`config.mk`:
```
export PLATFORM = sky130hd
export DESIGN_NAME = mul_div_unit
export DESIGN_NICKNAME = d
export VERILOG_FILES = /design/src/rtl/mul_div_unit_pkg.sv /design/src/rtl/mul_div_unit_iter_core.sv /design/src/rtl/mul_div_unit.sv
export SDC_FILE = /design/constraint.sdc
export NUM_CORES = 1
export LEC_CHECK = 0
export CORE_ASPECT_RATIO = 1.1
export CORE_MARGIN = 1.5
export CORE_UTILIZATION = 25
export DETAILED_ROUTE_END_ITERATION = 8
export PLACE_DENSITY_LB_ADDON = 0.2
export SLEW_MARGIN = 20
export SYNTH_ARGS = -nofsm -noshare
export SYNTH_HDL_FRONTEND = slang
export SYNTH_SLANG_ARGS = --single-unit
```
`constraint.sdc`:
```
create_clock -name clk -period 6.8 [get_ports clk]
set_input_delay 1.36 -clock clk [delete_from_list [all_inputs] [get_ports clk]]
set_output_delay 1.36 -clock clk [all_outputs]
set_load 0.01 [all_outputs]
```
`src/rtl/mul_div_unit_pkg.sv`:
```
// rtl/mul_div_unit_pkg.sv - shared op and state encodings for the HI/LO multiply/divide unit
package mul_div_unit_pkg;

    typedef enum logic [1:0] {
        MD_MULT  = 2'b00,
        MD_MULTU = 2'b01,
        MD_DIV   = 2'b10,
        MD_DIVU  = 2'b11
    } md_op_e;

    typedef enum logic [1:0] {
        MD_IDLE   = 2'b00,
        MD_CALC   = 2'b01,
        MD_FINISH = 2'b10
    } md_state_e;

endpackage

```
`src/rtl/mul_div_unit_iter_core.sv`:
```
// rtl/mul_div_unit_iter_core.sv - unsigned shift-add multiply / restoring divide datapath, one step per enable
module md_iter_core #(
    parameter int WIDTH = 32
) (
    input  logic               clk,
    input  logic               rst,
    input  logic               load,
    input  logic               step,
    input  logic               is_div,
    input  logic [WIDTH-1:0]   acc_lo_in,
    input  logic [WIDTH-1:0]   opnd_in,
    output logic [2*WIDTH-1:0] acc,
    output logic               last
);
    localparam int CNT_W = $clog2(WIDTH);

    logic [2*WIDTH-1:0] acc_q, acc_d;
    logic [WIDTH-1:0]   opnd_q, opnd_d;
    logic [CNT_W-1:0]   cnt_q, cnt_d;
    logic [WIDTH:0]     trial;
    logic [WIDTH:0]     sum;

    always_comb begin
        acc_d  = acc_q;
        opnd_d = opnd_q;
        cnt_d  = cnt_q;
        // Divide: acc = {remainder, dividend/quotient}; multiply: acc = {partial product, multiplier}.
        trial  = acc_q[2*WIDTH-1:WIDTH-1] - {1'b0, opnd_q};
        sum    = {1'b0, acc_q[2*WIDTH-1:WIDTH]} + (acc_q[0] ? {1'b0, opnd_q} : '0);
        if (load) begin
            acc_d  = {{WIDTH{1'b0}}, acc_lo_in};
            opnd_d = opnd_in;
            cnt_d  = '0;
        end else if (step) begin
            cnt_d = cnt_q + 1'b1;
            if (is_div) begin
                if (!trial[WIDTH]) acc_d = {trial[WIDTH-1:0], acc_q[WIDTH-2:0], 1'b1};
                else               acc_d = {acc_q[2*WIDTH-2:0], 1'b0};
            end else begin
                acc_d = {sum, acc_q[WIDTH-1:1]};
            end
        end
    end

    always_ff @(posedge clk or posedge rst) begin
        if (rst) begin
            acc_q  <= '0;
            opnd_q <= '0;
            cnt_q  <= '0;
        end else begin
            acc_q  <= acc_d;
            opnd_q <= opnd_d;
            cnt_q  <= cnt_d;
        end
    end

    assign acc  = acc_q;
    assign last = (cnt_q == CNT_W'(WIDTH - 1));

endmodule

```
`src/rtl/mul_div_unit.sv`:
```
// rtl/mul_div_unit.sv - iterative HI/LO multiply/divide unit with MTHI/MTLO and cancel
module mul_div_unit
    import mul_div_unit_pkg::*;
#(
    parameter int WIDTH = 32
) (
    input  logic             clk,
    input  logic             rst,
    input  logic             start,
    input  logic [1:0]       op,
    input  logic [WIDTH-1:0] a,
    input  logic [WIDTH-1:0] b,
    input  logic             cancel,
    input  logic             whi,
    input  logic             wlo,
    input  logic [WIDTH-1:0] wd,
    output logic             busy,
    output logic             done,
    output logic [WIDTH-1:0] hi,
    output logic [WIDTH-1:0] lo
);
    md_state_e          state_q, state_d;
    logic [1:0]         op_q, op_d;
    logic               neg_q, neg_d, rneg_q, rneg_d, divz_q, divz_d;
    logic               busy_q, busy_d, done_q, done_d;
    logic [WIDTH-1:0]   hi_q, hi_d, lo_q, lo_d;

    logic               start_ok, in_signed, in_div, in_divz;
    logic [WIDTH-1:0]   mag_a, mag_b, core_lo_in, core_opnd_in;
    logic               core_step, core_last;
    logic [2*WIDTH-1:0] acc, prod;
    logic [WIDTH-1:0]   quo, rem;

    always_comb begin
        start_ok     = (state_q == MD_IDLE) && start && !cancel;
        in_signed    = (op == MD_MULT) || (op == MD_DIV);
        in_div       = (op == MD_DIV) || (op == MD_DIVU);
        in_divz      = in_div && (b == '0);
        // Divide-by-zero keeps the raw dividend so the remainder comes out as a unchanged.
        mag_a        = (in_signed && a[WIDTH-1] && !in_divz) ? -a : a;
        mag_b        = (in_signed && b[WIDTH-1]) ? -b : b;
        core_lo_in   = in_div ? mag_a : mag_b;
        core_opnd_in = in_div ? mag_b : mag_a;
        core_step    = (state_q == MD_CALC) && !cancel;
    end

    md_iter_core #(.WIDTH(WIDTH)) u_core (
        .clk       (clk),
        .rst       (rst),
        .load      (start_ok),
        .step      (core_step),
        .is_div    (op_q[1]),
        .acc_lo_in (core_lo_in),
        .opnd_in   (core_opnd_in),
        .acc       (acc),
        .last      (core_last)
    );

    always_comb begin
        prod    = neg_q ? -acc : acc;
        quo     = (neg_q && !divz_q) ? -acc[WIDTH-1:0] : acc[WIDTH-1:0];
        rem     = (rneg_q && !divz_q) ? -acc[2*WIDTH-1:WIDTH] : acc[2*WIDTH-1:WIDTH];
        state_d = state_q;
        op_d    = op_q;
        neg_d   = neg_q;
        rneg_d  = rneg_q;
        divz_d  = divz_q;
        hi_d    = hi_q;
        lo_d    = lo_q;
        done_d  = 1'b0;
        case (state_q)
            MD_IDLE: begin
                if (whi) hi_d = wd;
                if (wlo) lo_d = wd;
                if (start_ok) begin
                    state_d = MD_CALC;
                    op_d    = op;
                    neg_d   = in_signed && (a[WIDTH-1] ^ b[WIDTH-1]);
                    rneg_d  = in_signed && a[WIDTH-1];
                    divz_d  = in_divz;
                end
            end
            MD_CALC: begin
                if (cancel)         state_d = MD_IDLE;
                else if (core_last) state_d = MD_FINISH;
            end
            MD_FINISH: begin
                state_d = MD_IDLE;
                if (!cancel) begin
                    done_d = 1'b1;
                    if (op_q[1]) begin
                        lo_d = quo;
                        hi_d = rem;
                    end else begin
                        {hi_d, lo_d} = prod;
                    end
                end
            end
            default: state_d = MD_IDLE;
        endcase
        busy_d = (state_d != MD_IDLE);
    end

    always_ff @(posedge clk or posedge rst) begin
        if (rst) begin
            state_q <= MD_IDLE;
            op_q    <= '0;
            neg_q   <= 1'b0;
            rneg_q  <= 1'b0;
            divz_q  <= 1'b0;
            busy_q  <= 1'b0;
            done_q  <= 1'b0;
            hi_q    <= '0;
            lo_q    <= '0;
        end else begin
            state_q <= state_d;
            op_q    <= op_d;
            neg_q   <= neg_d;
            rneg_q  <= rneg_d;
            divz_q  <= divz_d;
            busy_q  <= busy_d;
            done_q  <= done_d;
            hi_q    <= hi_d;
            lo_q    <= lo_d;
        end
    end

    assign busy = busy_q;
    assign done = done_q;
    assign hi   = hi_q;
    assign lo   = lo_q;

endmodule

```
# Word level (Yosys, flattened, before mapping)
# Cells that the tools add are included.
[word_totals]
register_bits = 174
in_bits = 104
output_inout_bits = 66
word_cells = 81
[op_classes]
add_sub_neg = 8
eq_ne = 8
n_mux = 28
bitwise_logic = 1
n_reduce_logical = 24
[ops]
columns = ["operator", "count"]
rows = [
  ["two-way mux 32 bit", 13],
  ["two-way mux 64 bit", 5],
  ["negator 32 bit", 4],
  ["case mux 32 bit (2 select lines)", 2],
  ["negator 64 bit", 1],
  ["adder 32 x 33 -> 33 bit", 1],
  ["subtractor 33 x 32 -> 33 bit", 1],
  ["logical NOT 32 bit", 1],
  ["logical AND 1 bit", 10],
  ["two-way mux 5 bit", 2],
  ["equality test 2 bit (second input constant)", 3],
  ["two-way mux 2 bit", 3],
  ["!= test 2 bit (second input constant)", 3],
  ["AND reduction 3 bit", 2],
  ["nonzero test 2 bit", 3],
  ["adder 5 x 1 -> 5 bit (second input constant)", 1],
  ["equality test 5 bit (second input constant)", 1],
  ["logical NOT 2 bit", 2],
  ["case mux 2 bit (2 select lines)", 1],
  ["logical NOT 1 bit", 3],
  ["equality test 2 x 1 -> 1 bit (second input constant)", 1],
  ["logical OR 1 bit", 2],
  ["two-way mux 1 bit", 2],
  ["AND reduction 2 bit", 1],
  ["XOR 1 bit", 1],
]

# Longest topological paths before layout
# Gate-level depths: netlist (run 1).
[depth]
word_depth = 8
mapped_depth = 15
ltp_nobuf = 13

# Cells and area by module
# From an unflattened synthesis (run 1), not the netlist that was laid out.
[unflattened]
hier_cells = 2020
area_unflattened_um2 = 15872.7
[by_module_without_submodules]
columns = ["module", "instances", "cells_each", "area_each_um2", "seq_area_each_um2"]
rows = [
  ["md_iter_core", 1, 1005, 8398.1, 2527.4],
  ["mul_div_unit", 1, 1015, 7474.7, 1801.7],
]

# Worst setup path before layout (run 1)
# OpenSTA, ideal clock, no wires.
[synth_timing]
path_kind = "input -> register"
startpoint = "input port b[17]"
endpoint = "register u_core.opnd_q[13]"
setup_ns = 0.125
arrival_time_ns = 3.953
required_time_ns = 6.675
setup_slack_ns = 2.723
path_stages = 10
path_buffers = 1
cell_sequence = "or4_4 -> or3_4 -> or3_4 -> or4_4 -> nor2b_4 -> buf_6 -> o41ai_2 -> xor2_1 -> o21ai_0 -> mux2_2"
[synth_via]
elab_chain_cells = 6
[synth_rtl]
columns = ["item", "line_no", "text"]
rows = [
  ["from (decl)", "mul_div_unit.sv:12", "input logic [WIDTH-1:0] b,"],
  ["logical NOT 32 bit", "mul_div_unit.sv:38", "in_divz = in_div && (b == '0);"],
  ["logical AND 1 bit", "mul_div_unit.sv:38", ""],
  ["logical NOT 1 bit", "mul_div_unit.sv:40", "mag_a = (in_signed && a[WIDTH-1] && !in_divz) ? -a : a;"],
  ["logical AND 1 bit", "mul_div_unit.sv:40", ""],
  ["two-way mux 32 bit", "mul_div_unit.sv:40", ""],
  ["two-way mux 32 bit", "mul_div_unit.sv:43", "core_opnd_in = in_div ? mag_b : mag_a;"],
  ["to (signal assigned)", "mul_div_unit_iter_core.sv:52", "opnd_q <= opnd_d;"],
  ["to (decl)", "mul_div_unit_iter_core.sv:18", "logic [WIDTH-1:0] opnd_q, opnd_d;"],
]
# Every way passes these cells.
# A chain may end at the register's enable or synchronous reset.

# Final worst setup path (run 1)
[layout_timing]
startpoint = "register u_core.acc_q[31], in the netlist u_core.acc[31]"
endpoint = "register u_core.acc_q[32], in the netlist u_core.acc[32]"
[layout_via]
elab_chain_cells = 5
[layout_rtl]
columns = ["item", "line_no", "text"]
rows = [
  ["from (decl)", "mul_div_unit_iter_core.sv:17", "logic [2*WIDTH-1:0] acc_q, acc_d;"],
  ["from (signal assigned)", "mul_div_unit_iter_core.sv:47", "acc_q <= '0;"],
  ["from (signal assigned)", "mul_div_unit_iter_core.sv:51", "acc_q <= acc_d;"],
  ["subtractor 33 x 32 -> 33 bit", "mul_div_unit_iter_core.sv:28", "trial = acc_q[2*WIDTH-1:WIDTH-1] - {1'b0, opnd_q};"],
  ["two-way mux 64 bit *", "mul_div_unit_iter_core.sv:37", "if (!trial[WIDTH]) acc_d = {trial[WIDTH-1:0], acc_q[WIDTH-2:0], 1'b1};"],
  ["two-way mux 64 bit *", "mul_div_unit_iter_core.sv:36", "if (is_div) begin"],
  ["two-way mux 64 bit *", "mul_div_unit_iter_core.sv:34", "end else if (step) begin"],
  ["two-way mux 64 bit *", "mul_div_unit_iter_core.sv:30", "if (load) begin"],
]
# Mark *: on every way between the ends. The rest lies on a longest branch, timed or not. The select of a mux whose other input is x is not followed.

==> impl_metrics.env, run 1 <==
export IMPL_die_height_um=256.4
export IMPL_worstPathMaxFanout=16
export IMPL_final_cell_mix="nand2_1, nor2_1, dfrtp_1"
export IMPL_synthArstFlopShare_pct=100.0
export IMPL_std_cell_rows=92
export IMPL_layout_commonest_cell="nand2_1"
export IMPL_finalHoldViolCount=0
export IMPL_synth_edf_count=0
export IMPL_syn_area_per_cell_um2=7.967
export IMPL_p_clk_share_pct=15.3
export IMPL_finalNetCount=2105
export IMPL_yosysUniqueCellTypes=71
export IMPL_grt_pass1_vias=13956
export IMPL_h_tree_depth=4
export IMPL_drv_slew=0
export IMPL_crit_top_cell="a21oi_1"
export IMPL_globalRouteOverflowTotal=0
export IMPL_syn_inst=1832
export IMPL_comb_power_share_pct=56.8
export IMPL_syn_to_final_growth_pct=20.41
export IMPL_yosysTopAreaCellShare_pct=29.66
export IMPL_cts_hold_buf=0
export IMPL_startpoint_type="flop"
export IMPL_ir_drop_uv=206.7
export IMPL_critPathMaxStageDelay_ns=0.68
export IMPL_stdcell_count=2694
export IMPL_numCtsBuffers=17
export IMPL_antenna_found_initial=0
export IMPL_crit_slowest_cell="a21oi_1"
export IMPL_routedWlPerCell_um=22.32
export IMPL_grt_max_degree=93
export IMPL_yosysTopAreaCell="dfrtp_1"
export IMPL_num_antenna_cells=0
export IMPL_dr_pass1_iters=6
export IMPL_vias=14498
export IMPL_critPathTopFamily="compound AO/OA/AOI/OAI gates"
export IMPL_clock_sinks=173
export IMPL_cp_end_kind="flop"
export IMPL_ys_ff_latch=173
export IMPL_critPathBufInv=2
export IMPL_num_io_pins=170
export IMPL_min_period_ns=4.612
export IMPL_worst_ep_arrival_time_ns=4.96
export IMPL_final_setup_viol_count=0
export IMPL_dpl_cell_count=2662
export IMPL_layout_setup_ws_ns=2.188
export IMPL_tightest_slew_ns=1.086
export IMPL_via_per_inst=5.382
export IMPL_coreArea_mm2=0.05756
export IMPL_critical_path_class="flop to flop"
export IMPL_clkTransAtPathRegs_ns=0.07
export IMPL_fp_dieW_um=233.4
export IMPL_cts_setup_buffers=0
export IMPL_synth_top_cells_by_area="dfrtp_1, ha_1, xor2_1"
export IMPL_yosysWarnings=0
export IMPL_path_cells="inv_1 > ha_1 > fa_1 > nand2b_1 > a21oi_1 > o21ai_0 > a211oi_1 > o21bai_1 > a21oi_1 > nor2_2 > buf_4 > mux2_2 > o221ai_1"
export IMPL_whs_ns=0.4777
export IMPL_powerDensity_mw_per_mm2=367.9
export IMPL_worstHoldPathType="flop to flop"
export IMPL_synth_net_count=2008
export IMPL_fmax_ghz=0.2168
export IMPL_cts_tree="yes"
export IMPL_place_gp_congestion=0.9082
export IMPL_drc=0
export IMPL_grt_pass1_wl_um=89500
export IMPL_synth_ff_type="dfrtp_1"
export IMPL_maxCapViolations=0
export IMPL_dpl_hpwl_um=46410
export IMPL_final_antenna_net_count=0
export IMPL_wl_um=60130
export IMPL_drive_above_1_share_pct=4.480
export IMPL_post_place_ws_ns=1.871
export IMPL_seq_power_share_pct=27.9
export IMPL_start_util_pct=25.36
export IMPL_fillers=6175
export IMPL_finalCritPeriodShare_pct=67.83
export IMPL_required_ns=7.15
export IMPL_finClkSkew_ns=0.02340
export IMPL_clkLatencyLatePin_ns=0.47
export IMPL_maxSlewHeadroom_pct=27.36
export IMPL_ys_seq_area_share_pct=29.66
export IMPL_p_leak_nw=7.186
export IMPL_groute_usage_overall_pct=19.83
export IMPL_netlist_area_mm2=0.01460
export IMPL_dr_first_iter_drc_count=1346
export IMPL_clock_path_buffers=2
export IMPL_rsz0062_at_grt="no"
export IMPL_setup_tns_final_ns=0
export IMPL_status="finished clean"
export IMPL_cts_resized=0
export IMPL_dieArea_mm2=0.05984
export IMPL_p_switching_mw=3.152
export IMPL_io_buffers=169
export IMPL_netSwitchingFraction_pct=48.75
export IMPL_cts_root_buf="clkbuf_16"
export IMPL_final_core_util_pct=30.53
export IMPL_p_int_mw=3.314
[through the flow]
| step | power (mW) | area [um2] |
|---|---|---|
| after floorplan | 4.148 | 14600 |
| after detailed placement | 5.431 | 17000 |
| final | 6.466 | 17570 |
| after global placement | 5.397 | 16990 |
| after global routing | 6.915 | 17570 |
| after CTS | 6.445 | 17550 |
[cell usage after synthesis (12+ instances only)]
cell,n
a22oi_1,19
inv_1,65
a31oi_1,19
a211oi_1,13
ha_1,70
nor3_1,35
nand2_1,195
or3_1,22
xnor2_1,75
and2_1,17
mux2i_1,51
o221ai_1,66
nand3_1,36
xor2_1,96
nor2_1,178
a21oi_1,165
o21ai_0,140
o31ai_1,40
nand2b_1,27
or4_1,12
a21o_1,25
dfrtp_1,173
clkbuf_1,99
nor4_1,16
nand4_1,12
[worst paths after layout]
path | startpoint | endpoint | slack, ns | cells past startpoint
worst max-delay path | u_core.acc[31]$_DFFE_PP0P_ | u_core.acc[32]$_DFFE_PP0P_ | 2.19 | 13
worst min-delay path | hi[3]$_DFFE_PP0P_ | hi[3]$_DFFE_PP0P_ | 0.48 | 2
worst max register to register | u_core.acc[31]$_DFFE_PP0P_ | u_core.acc[32]$_DFFE_PP0P_ | 2.19 | 13
worst min register to register | hi[3]$_DFFE_PP0P_ | hi[3]$_DFFE_PP0P_ | 0.48 | 2
max in group asynchronous | rst | u_core.acc[37]$_DFFE_PP0P_ | 4.30 | 3
min in group asynchronous | rst | lo[20]$_DFFE_PP0P_ | 1.44 | 2
[layout make-up]
class	instances	area, um2	area share, %
clock buffer	23	467.9	2.663
timing repair buffer	189	1854	10.55
inverter	65	249.0	1.417
sequential	173	4330	24.64
tap	752	940.9	5.354
clock inverter	9	88.84	0.5055
multi-input combinational	1483	9643	54.87
[power groups by stage]
stage               clock, mW  combinational (mW)  sequential, mW
detailed placement          0                3.62            1.81
global placement            0                3.60            1.80
floorplan                   0                2.61            1.54
finish                  0.991                3.67            1.80
global route             1.05                4.03            1.84
CTS                      1.01                3.65            1.79
[cells by family after synthesis]
group                    count (synthesis)  synth area share [%]
XOR/XNOR                               171                 10.26
AO/OA/AOI/OAI                          582                 25.85
buffers and inverters                  176                 4.664
multiplexers                            58                 4.038
AND/OR/NAND/NOR                        600                 19.25
flip-flops                             173                 29.66
adder cells (fa/ha/maj)                 72                 6.275
[worst reg2reg max path: cells and delay by family, from the launching register on]
kind	cells	cell delay, ns
buffers and inverters	2	0.54
muxes	1	0.32
AOI/OAI and AO/OA	6	1.95
DFF	1	0.48
and+or+nand+nor	2	0.50
adders and majority gates	2	0.69
[layer usage]
metal,GRT usage [%],up-vias,part of all wire (%)
li1,-,6849,-
met1,26.95,7092,45
met2,31.21,482,46
met3,3.670,75,6.0
met4,6.998,0,3.4
met5,0,-,0
[sequential cells by signal, summed over array words and instances, names as in the netlist]
signal         cells
busy               1
divz_q             1
done               1
hi                32
lo                32
neg_q              1
op_q               1
rneg_q             1
state_q            2
u_core.acc        64
u_core.cnt_q       5
u_core.opnd_q     32
(Power assumes the default switching activity.)
==> run 2, diff against run 1 <==
==> constraint.sdc (replaced) <==
create_clock -name clk -period 4.5 [get_ports clk]
set_input_delay 0.9 -clock clk [delete_from_list [all_inputs] [get_ports clk]]
set_output_delay 0.9 -clock clk [all_outputs]
set_load 0.01 [all_outputs]
==> run 2 against run 1 <==
Effect of this change:
- routed wire length rose by 0.86%
- sequential power rose by 41%
- worst setup slack got worse by 1.5 ns
- critical path depth fell by 3
- power rose by 55%
- final cell count rose by 2.0%
- sequential share of layout area fell by 0.60 points
- clock skew fell by 0.0036 ns
- via count rose by 1.2%
- non-clock buffer count rose by 55
==> impl_metrics.env, run 2 (synthesis results as in run 1) <==
export IMPL_status="finished clean"
export IMPL_cts_tree="yes"
export IMPL_startpoint_type="input port"
export IMPL_fmax_ghz=0.2622
export IMPL_dieArea_mm2=0.05984
export IMPL_numCtsBuffers=17
export IMPL_final_setup_viol_count=0
export IMPL_h_tree_depth=4
export IMPL_powerDensity_mw_per_mm2=557.7
export IMPL_drc=0
export IMPL_layout_commonest_cell="nand2_1"
export IMPL_post_place_ws_ns=0.1658
export IMPL_start_util_pct=25.36
export IMPL_syn_to_final_growth_pct=23.41
export IMPL_dr_first_iter_drc_count=1249
export IMPL_via_per_inst=5.339
export IMPL_cts_hold_buf=0
export IMPL_num_io_pins=170
export IMPL_dpl_hpwl_um=47800
export IMPL_groute_usage_overall_pct=20.24
export IMPL_worst_ep_arrival_time_ns=4.13
export IMPL_globalRouteOverflowTotal=0
export IMPL_cts_root_buf="clkbuf_16"
export IMPL_p_leak_nw=7.489
export IMPL_maxSlewHeadroom_pct=31.67
export IMPL_wl_um=60640
export IMPL_total_power_mw=10.05
export IMPL_final_cell_mix="nand2_1, nor2_1, dfrtp_1"
export IMPL_clkLatencyLatePin_ns=0.48
export IMPL_tightest_slew_ns=1.021
export IMPL_grt_max_degree=62
export IMPL_drv_slew=0
export IMPL_min_period_ns=3.813
export IMPL_worstHoldPathType="flop to flop"
export IMPL_clock_path_buffers=2
export IMPL_finClkSkew_ns=0.01976
export IMPL_rsz0062_at_grt="no"
export IMPL_grt_pass1_vias=14430
export IMPL_finalHoldViolCount=0
export IMPL_io_buffers=169
export IMPL_whs_ns=0.4785
export IMPL_std_cell_rows=92
export IMPL_fp_dieW_um=233.4
export IMPL_setup_tns_final_ns=0
export IMPL_dr_pass1_iters=5
export IMPL_coreArea_mm2=0.05756
export IMPL_layout_setup_ws_ns=0.6866
export IMPL_largest_reg_flops=64
export IMPL_finalNetCount=2160
export IMPL_cts_setup_buffers=0
export IMPL_place_gp_congestion=0.9106
export IMPL_grt_pass1_wl_um=91280
export IMPL_antenna_found_initial=2
export IMPL_final_antenna_net_count=0
export IMPL_num_antenna_cells=0
export IMPL_drive_above_1_share_pct=7.211
export IMPL_required_ns=4.82
export IMPL_finalCritPeriodShare_pct=84.74
export IMPL_clock_sinks=173
export IMPL_maxCapViolations=0
export IMPL_ir_drop_uv=308.6
export IMPL_cts_resized=0
export IMPL_die_height_um=256.4
export IMPL_routedWlPerCell_um=22.06
export IMPL_cp_end_kind="flop"
export IMPL_clkTransAtPathRegs_ns=0.07
export IMPL_critical_path_class="input port to flop"
export IMPL_vias=14677
export IMPL_worstPathMaxFanout=19
-- run 2: cell count changes in the layout (fill, tap and decap cells not counted), moves of 2 or more --
| cell | previous run | this run |
|---|---|---|
| clkinv_2 | 2 | 4 |
| clkinvlp_4 | 3 | 1 |
| buf_4 | 19 | 74 |
| clkbuf_1 | 4 | 1 |
| inv_6 | 1 | 3 |
-- run 2: final timing paths --
path | startpoint | endpoint | slack [ns] | cells past startpoint
max reg2reg | u_core.acc[0]$_DFFE_PP0P_ | u_core.acc[63]$_DFFE_PP0P_ | 0.70 | 12
max | b[17] | u_core.opnd_q[20]$_DFFE_PP0P_ | 0.69 | 10
max in group asynchronous | rst | u_core.acc[9]$_DFFE_PP0P_ | 2.74 | 3
min in group asynchronous | rst | lo[21]$_DFFE_PP0P_ | 0.81 | 2
min | lo[9]$_DFFE_PP0P_ | lo[9]$_DFFE_PP0P_ | 0.48 | 2
min reg2reg | lo[9]$_DFFE_PP0P_ | lo[9]$_DFFE_PP0P_ | 0.48 | 2
-- run 2: area by class of cell --
cell class,instances,area (um2)
fillers,6206,39540
multi-input cells,1483,9634
repair buffers,244,2267
clock buffers,20,456.7
inverters,65,247.7
flip-flops and latches,173,4330
well taps,752,940.9
clock inverters,12,135.1
-- run 2: worst max-delay path, cell delays in order --
cell,delay (ns)
clkdlybuf4s50_1,0.45
or4_4,0.56
or3_4,0.35
or3_4,0.43
or4_4,0.49
nor2b_4,0.21
buf_4,0.23
o31ai_1,0.10
xor2_1,0.26
o221ai_1,0.14
-- run 2: metrics by stage --
stage / instances / utilization, % / instance area (um2)
finish: 2749 / 31.30 / 18010
floorplan: 1832 / - / 14600
detailed placement: 2717 / 30.24 / 17410
global placement: 2717 / 30.24 / 17410
global route: 2749 / 31.30 / 18010
CTS: 2749 / 31.27 / 18000
-- run 2: per-layer routing --
layer  vias up  GRT usage, %  share of wire, %
met5         -             0                 0
met4         0         6.197               2.5
met3        72         2.802               5.5
met2       496         32.41                46
met1      7153         28.00                46
li1       6956             -                 -
-- run 2: report_power, final --
group	internal, mW	switching [mW]	total, mW
combinational	2.47	3.46	5.93
sequential	1.93	0.606	2.54
clock	0.854	0.729	1.58
==> run 3, diff against run 2 <==
==> constraint.sdc (replaced) <==
create_clock -name clk -period 3.5 [get_ports clk]
set_input_delay 0.7 -clock clk [delete_from_list [all_inputs] [get_ports clk]]
set_output_delay 0.7 -clock clk [all_outputs]
set_load 0.01 [all_outputs]
==> run 3 against run 2 <==
Effect of this change:
- power is 38% higher
- via count rose by 3.4%
- first-iteration DRC count is 1.8% higher
- highest routed layer unchanged
- critical path depth is the same
- sequential cell count unchanged
- die area stayed put
- sequential share of layout area is 1.3 points lower
- critical path type unchanged
- hold slack better by 0.00098 ns
==> impl_metrics.env, run 3 (synthesis results as in run 1) <==
export IMPL_cp_end_kind="flop"
export IMPL_drive_above_1_share_pct=12.77
export IMPL_grt_max_degree=93
export IMPL_drv_slew=0
export IMPL_h_tree_depth=4
export IMPL_dieArea_mm2=0.05984
export IMPL_tightest_slew_ns=0.8899
export IMPL_worstHoldPathType="flop to flop"
export IMPL_clock_path_buffers=2
export IMPL_dpl_hpwl_um=50290
export IMPL_worstPathMaxFanout=5
export IMPL_num_io_pins=170
export IMPL_finalCritPeriodShare_pct=98.11
export IMPL_clkTransAtPathRegs_ns=0.07
export IMPL_finClkSkew_ns=0.01840
export IMPL_io_buffers=169
export IMPL_start_util_pct=25.36
export IMPL_vias=15179
export IMPL_final_antenna_net_count=0
export IMPL_wl_um=63720
export IMPL_final_core_util_pct=33.09
export IMPL_dr_first_iter_drc_count=1271
export IMPL_coreArea_mm2=0.05756
export IMPL_die_height_um=256.4
export IMPL_finalNetCount=2277
export IMPL_worst_ep_arrival_time_ns=3.79
export IMPL_startpoint_type="input port"
export IMPL_status="finished clean"
export IMPL_cts_root_buf="clkbuf_16"
export IMPL_groute_usage_overall_pct=21.01
export IMPL_critical_path_class="input port to flop"
export IMPL_syn_to_final_growth_pct=30.50
export IMPL_std_cell_rows=92
export IMPL_finalHoldViolCount=0
export IMPL_grt_pass1_wl_um=94010
export IMPL_required_ns=3.86
export IMPL_drc=0
export IMPL_via_per_inst=5.294
export IMPL_clock_sinks=173
export IMPL_p_leak_nw=8.099
export IMPL_fmax_ghz=0.2912
export IMPL_layout_commonest_cell="nand2_1"
export IMPL_maxCapViolations=0
export IMPL_powerDensity_mw_per_mm2=725.7
export IMPL_clkLatencyLatePin_ns=0.48
export IMPL_dr_pass1_iters=6
export IMPL_postPlaceCellArea_mm2=0.01835
export IMPL_globalRouteOverflowTotal=0
export IMPL_maxSlewHeadroom_pct=40.68
export IMPL_final_area_mm2=0.01905
export IMPL_final_setup_viol_count=0
export IMPL_min_period_ns=3.434
export IMPL_fp_dieW_um=233.4
export IMPL_cts_tree="yes"
export IMPL_ir_drop_uv=470.5
export IMPL_total_power_mw=13.82
export IMPL_rsz0062_at_grt="no"
export IMPL_final_cell_mix="nand2_1, buf_4, nor2_1"
export IMPL_largest_reg_flops=64
export IMPL_place_gp_congestion=0.8992
export IMPL_routedWlPerCell_um=22.23
export IMPL_grt_pass1_vias=14866
export IMPL_numCtsBuffers=17
export IMPL_antenna_found_initial=2
[run 3: changes by cell type in the layout (fill, tap and decap cells not counted), sizes merged]
cell           change
buf              +117
clkinv             -5
clkinvlp           +3
clkbuf             +2
clkdlybuf4s50      -1
diode              +1
dlymetal6s2s       +1
[run 3: per-stage QoR]
stage          setup TNS, ns  std cells  setup slack (ns)  hold WS [ns]
2_1_floorplan              0       1832           0.08255        0.4419
5_1_grt                    0       2866          0.001486        0.5106
3_5_place_dp          -22.83       2832           -0.4585        0.4710
4_1_cts                    0       2864           0.04037        0.4864
6_report                   0       2867           0.06606        0.4795
3_3_place_gp          -19.82       2832           -0.3817        0.4643
[run 3: final cells by class]
cell class	count	area, um2
multi-input combinational	1483	9684
sequential	173	4330
timing repair buffer	361	3247
clock buffer	22	464.2
tap	752	940.9
fill	6141	38510
inverter	65	251.5
antenna	1	2.502
clock inverter	10	126.4
[run 3: final timing paths]
kind / from / end / slack (ns) / depth (start not counted)
worst min-delay path: lo[20]$_DFFE_PP0P_ / lo[20]$_DFFE_PP0P_ / 0.48 / 2
min in group asynchronous: rst / lo[21]$_DFFE_PP0P_ / 0.72 / 3
worst max-delay path: b[18] / u_core.opnd_q[2]$_DFFE_PP0P_ / 0.07 / 10
max in group asynchronous: rst / u_core.acc[46]$_DFFE_PP0P_ / 2.25 / 3
worst max register to register: u_core.acc[31]$_DFFE_PP0P_ / u_core.acc[32]$_DFFE_PP0P_ / 0.13 / 15
worst min register to register: lo[20]$_DFFE_PP0P_ / lo[20]$_DFFE_PP0P_ / 0.48 / 2
[run 3: per-layer routing]
metal	routed length, um	track usage [%]	vias up
li1	-	-	7197
met1	29480	28.91	7420
met2	28740	33.00	477
met3	3304	3.125	85
met4	2197	7.817	0
met5	0	0	-
[run 3: what timing repair did]
item	4_1_cts	5_1_grt
cloned	0	0
buffers inserted	0	2
pin swaps	0	8
hold buffers	0	0
gates resized for setup	1	22
endpoints found under the setup margin	1	37
[run 3: where the power goes]
group          total, mW  switching, mW  leakage, nW  internal [mW]
Sequential          3.12          0.631         2.16           2.49
Clock               2.07          0.964        0.284           1.10
Combinational       8.64           4.95         5.65           3.69
[run 3: critical path, cell delays in order]
cell	delay (ns)
clkdlybuf4s50_1	0.43
or4_4	0.52
or3_4	0.34
or3_4	0.40
or4_4	0.50
nor2b_4	0.18
nor2b_1	0.15
xnor2_1	0.21
o21ai_0	0.10
mux2_2	0.26
